File: config.mk
export PLATFORM = sky130hd
export DESIGN_NAME = commit_sequencer
export DESIGN_NICKNAME = d
export VERILOG_FILES = /design/src/rtl/commit_sequencer.sv
export SDC_FILE = /design/constraint.sdc
export NUM_CORES = 1
export LEC_CHECK = 0
export CORE_MARGIN = 2
export CORE_UTILIZATION = 62
export CTS_CLUSTER_SIZE = 12
export DETAILED_ROUTE_END_ITERATION = 7
export PLACE_DENSITY = 0.95
export SLEW_MARGIN = 5
export SYNTH_ARGS = -nofsm -noshare
export SYNTH_HDL_FRONTEND = slang
export SYNTH_SLANG_ARGS = --single-unit
File: constraint.sdc
create_clock -name clk -period 12.5 [get_ports clk]
set_input_delay 1.25 -clock clk [delete_from_list [all_inputs] [get_ports clk]]
set_output_delay 1.25 -clock clk [all_outputs]
set_load 0.05 [all_outputs]
File: src/rtl/commit_sequencer.sv
// In-order retirement control for the reorder buffer: tag allocation, CDB completion, mispredict flush.
// Optional macro COMMIT_PERF_EN adds retiredCount/flushCount performance counters.
module commit_sequencer #(
  parameter int ROB   = 2,
  parameter int WIDTH = 31
) (
  input  logic           clk,
  input  logic           resetN,
  input  logic           allocReq,
  output logic           allocGrant,
  output logic [ROB:0]   allocTag,
  output logic           full,
  input  logic           cdbValid,
  input  logic [ROB:0]   cdbTag,
  input  logic           cdbMispredict,
  input  logic [WIDTH:0] cdbTarget,
  input  logic           commitStall,
  output logic           commitValid,
  output logic [ROB:0]   commitTag,
  output logic           redirect,
  output logic [WIDTH:0] redirectPC,
  output logic           flush,
  output logic [ROB+1:0] count
`ifdef COMMIT_PERF_EN
  ,
  output logic [31:0]    retiredCount,
  output logic [31:0]    flushCount
`endif
);

  localparam int ENTRIES = 1 << (ROB + 1);
  localparam logic [ROB+1:0] FULL_CNT = (ROB + 2)'(ENTRIES);

  typedef enum logic {RUN, FLUSH} state_t;

  state_t               state_q, state_d;
  logic [ENTRIES-1:0]   valid_q, valid_d;
  logic [ENTRIES-1:0]   done_q, done_d;
  logic [ENTRIES-1:0]   misp_q, misp_d;
  logic [WIDTH:0]       target_q [ENTRIES];
  logic [ROB:0]         head_q, head_d;
  logic [ROB:0]         tail_q, tail_d;
  logic [ROB+1:0]       count_q, count_d;
  logic                 run;
  logic                 cdb_hit;

  assign run         = (state_q == RUN);
  assign full        = (count_q == FULL_CNT);
  assign count       = count_q;
  assign flush       = (state_q == FLUSH);
  assign allocGrant  = run & allocReq & ~full;
  assign allocTag    = tail_q;
  assign commitTag   = head_q;
  assign commitValid = run & valid_q[head_q] & done_q[head_q] & ~commitStall;
  assign redirect    = commitValid & misp_q[head_q];
  assign redirectPC  = redirect ? target_q[head_q] : '0;
  assign cdb_hit     = run & cdbValid & valid_q[cdbTag];

  always_comb begin
    state_d = state_q;
    valid_d = valid_q;
    done_d  = done_q;
    misp_d  = misp_q;
    head_d  = head_q;
    tail_d  = tail_q;
    count_d = count_q;
    if (state_q == FLUSH) begin
      state_d = RUN;
    end else if (redirect) begin
      // Retiring a mispredict discards every younger entry, including any grant made this cycle.
      valid_d = '0;
      head_d  = '0;
      tail_d  = '0;
      count_d = '0;
      state_d = FLUSH;
    end else begin
      if (cdb_hit) begin
        done_d[cdbTag] = 1'b1;
        if (cdbMispredict) misp_d[cdbTag] = 1'b1;
      end
      if (commitValid) begin
        valid_d[head_q] = 1'b0;
        head_d          = head_q + 1'b1;
      end
      if (allocGrant) begin
        valid_d[tail_q] = 1'b1;
        done_d[tail_q]  = 1'b0;
        misp_d[tail_q]  = 1'b0;
        tail_d          = tail_q + 1'b1;
      end
      case ({allocGrant, commitValid})
        2'b10:   count_d = count_q + 1'b1;
        2'b01:   count_d = count_q - 1'b1;
        default: count_d = count_q;
      endcase
    end
  end

  always_ff @(posedge clk or negedge resetN) begin
    if (!resetN) begin
      state_q <= RUN;
      valid_q <= '0;
      done_q  <= '0;
      misp_q  <= '0;
      head_q  <= '0;
      tail_q  <= '0;
      count_q <= '0;
    end else begin
      state_q <= state_d;
      valid_q <= valid_d;
      done_q  <= done_d;
      misp_q  <= misp_d;
      head_q  <= head_d;
      tail_q  <= tail_d;
      count_q <= count_d;
    end
  end

  // Targets are only observable through a valid mispredicted head, so they need no reset.
  always_ff @(posedge clk) begin
    if (cdb_hit && cdbMispredict) target_q[cdbTag] <= cdbTarget;
  end

`ifdef COMMIT_PERF_EN
  logic [31:0] retired_q, flushes_q;

  always_ff @(posedge clk or negedge resetN) begin
    if (!resetN) begin
      retired_q <= '0;
      flushes_q <= '0;
    end else begin
      if (commitValid) retired_q <= retired_q + 32'd1;
      if (redirect)    flushes_q <= flushes_q + 32'd1;
    end
  end

  assign retiredCount = retired_q;
  assign flushCount   = flushes_q;
`endif

endmodule
==> results.yml <==
worst_setup_path:
  r2r_slack_ns: 8.84
  worstRegToRegCells: 12
  crit_path_start: "commitTag[1]"
  cpPeakStageDelay_ns: 0.87
  cp-endpoint: "redirectPC[2]"
  crit_chain: "or3b_1 -> buf_4 -> o221a_1 -> and4_4 -> nand3_2 -> buf_4 -> nor4_1 -> clkdlybuf4s50_1"
  crit_arrival_ns: 4.81
  cp-end-kind: "output port"
  crit_required_ns: 11.25
  critical_path_peak_fanout: 34
  path_class: "reg -> out"
  cpMaxStageDelayCell: "clkdlybuf4s50_1"
  crit_family: "buffers and inverters"
  reg2reg_from: "commitTag[1]"
  startpoint_type: "flip-flop"
  r2r_end: "count[3]"
  cp_num_buf_inv: 3
  crit_top_cell: "buf_4"
  cp.depth: 8
synth:
  synth_area_leaders: "edfxtp_1 (69%), dfrtp_1 (7.8%), o22ai_1 (5.5%)"
  synth_edf_count: 256
  async_flop_share: 0.1203
  yosysSeqAreaShare: 0.7669
  synth_area_sq_um: 11170
  synth_top_area_frac: 0.6885
  yosysMostFrequentCell: "edfxtp_1"
  synth_commonest_cells: "edfxtp_1 (256), o22ai_1 (98), nor2_1 (50)"
  avgSynthCellArea_sq_um: 15.64
  yosys_warnings: 0
  synth-seq-cells: 291
  ys.flop_type: "edfxtp_1"
  yosysUniqueCellTypes: 60
  syn_inst: 714
  synth_fp_nets: 759
  yosysTopAreaCell: "edfxtp_1"
final_layout:
  fin_nets: 843
  drive_gt1_frac: 0.08526
  n_fill_cell: 980
  num_antenna_cells: 0
  area_delta_synth_final_pct: 17.65
  utilization: 0.7363
  regArea_sq_um: 8563
  multi_input_area_sq_um: 2412
floorplan:
  dieWidth_um: 138.2
  num_rows: 49
  die_h_um: 138.2
  core_area_sq_um: 17840
  die_area_sq_um: 19100
  ioPinCount: 88
  start_util: 0.6259
sta:
  setup-tns-final_ns: 0
  drv_slew: 0
  min_period_ns: 6.056
  setup_violations: 0
  fin_skew_ns: 0.03791
  maxSlewHeadroom: 0.1738
  hold_violations: 0
  fin_crit_sh: 0.4845
  fmax_mhz: 165.1
  rsz0062_at_grt: "false"
  tightest_slew_ns: 1.236
power:
  p_switching_uw: 980.0
  p_leak_uw: 0.004393
  p_clk_frac: 0.279
  power_frac_seq: 0.419
  internal_power_uw: 1887
  p_per_area_nw_per_um2: 218.2
  sw_frac_of_total: 0.3418
  power_frac_comb: 0.302
  ir_worst_vdd_mv: 0.1894
placement:
  place.gp.congestion: 0.9339
  port_buffers: 87
  dpl.hpwl_um: 14010
clock_network:
  cts_tree: "built"
  cts_sinks: 291
  hold_buffers: 0
  post_cts_resized: 0
  cts.path.max_buffers: 3
  numCtsBuffers: 29
  cts-root-buf: "clkbuf_16"
  post_cts_buffers: 0
  clock_latency_ns: 0.56
  htree_num_levels: 1
  path_clk_slew_ns: 0.06
grt:
  grt_max_degree: 36
  grt_pass1_wl_um: 39960
  grtUsageTotal: 0.2717
  grt_pass1_vias: 7114
  grt_overflow: 0
  antenna_found_initial: 0
detailed_routing:
  ant_nets: 0
  drtIter0Drc: 787
  drc: 0
  num_vias: 7177
  routed_wl_um: 26310
  first_pass_iters: 5
  wl_per_cell_um: 25.05
  vias_per_cell: 6.835
status:
  status: "finished, final reports clean"
job:
  max_cap_viol_count: 0
hold_path:
  hold_class: "reg -> reg"
flip-flops by register name, indices dropped and copies added, names as in the netlist:
register / cells
allocTag: 3
misp_q: 8
target_q: 256
commitTag: 3
valid_q: 8
done_q: 8
count: 4
flush: 1
power by group through the flow:
stage / combinational, uW / clock (uW) / sequential (uW)
finish: 867 / 799 / 1200
global route: 915 / 845 / 1210
CTS: 858 / 804 / 1200
detailed placement: 852 / 0 / 1220
global placement: 834 / 0 / 1210
floorplan: 558 / 0 / 1240
layout make-up:
type	instances	share of cell area
multi-input cells	367	0.1836
flip-flops and latches	291	0.6519
well taps	229	0.02181
clock buffers	50	0.06505
inverters	10	0.002857
clock inverters	4	0.001619
repair buffers	99	0.07315
worst min-delay path: cells and delay by family, from the launching register on:
kind            cells  cell delay [ns]
flops               1             0.34
simple gates        1             0.07
compound gates      1             0.05
how the worst min path moves through the flow:
| stage | startpoint | to | depth (start not counted) |
|---|---|---|---|
| final | done_q[7] | done_q[7] | 2 |
| after global routing | valid_q[4] | valid_q[4] | 1 |
| after CTS | done_q[7] | done_q[7] | 2 |
| after detailed placement | done_q[7] | done_q[7] | 2 |
| after global placement | done_q[0] | done_q[0] | 2 |
| after floorplan | misp_q[0] | misp_q[0] | 2 |
placed cells by master, fill, tap and decap left out, drive strengths merged, types with 12 or more instances in the layout:
master | netlist | final
dfrtp | 35 | 35
nand2 | 36 | 36
nor2 | 50 | 50
buf | 17 | 12
o22a | 15 | 15
o22ai | 98 | 98
a31oi | 16 | 16
nor4 | 19 | 19
clkbuf | 29 | 50
edfxtp | 256 | 256
o221ai | 17 | 17
clkdlybuf4s50 | 0 | 87
or4 | 17 | 17
layer usage:
metal,part of all wire,global-route usage,up-vias
met4,0.037,0.1337,0
met1,0.36,0.3586,3491
met5,0,0,-
met3,0.11,0.04711,88
li1,-,-,3060
met2,0.50,0.4450,538
cell families (layout without fill, tap and decap cells):
family	after synthesis	in the layout	synth area share
flops	291	291	0.7669
compound gates	188	188	0.1179
simple gates	162	162	0.07743
buf+inv	56	163	0.02196
mux	8	8	0.007396
xor+xnor	5	5	0.003923
fa+ha+maj	4	4	0.004482
per-stage QoR:
| step | setup slack (ns) | hold slack [ns] | instances | instance area, sq um | power, uW |
|---|---|---|---|---|---|
| global placement | 6.965 | 0.4819 | 996 | 12260 | 2047 |
| CTS | 6.520 | 0.5033 | 1050 | 13140 | 2861 |
| detailed placement | 6.863 | 0.4927 | 996 | 12260 | 2069 |
| finish | 6.444 | 0.5022 | 1050 | 13140 | 2867 |
| floorplan | 7.197 | 0.4549 | 714 | 11170 | 1799 |
| global route | 6.264 | 0.5345 | 1050 | 13140 | 2969 |
(Power assumes the default switching activity.)
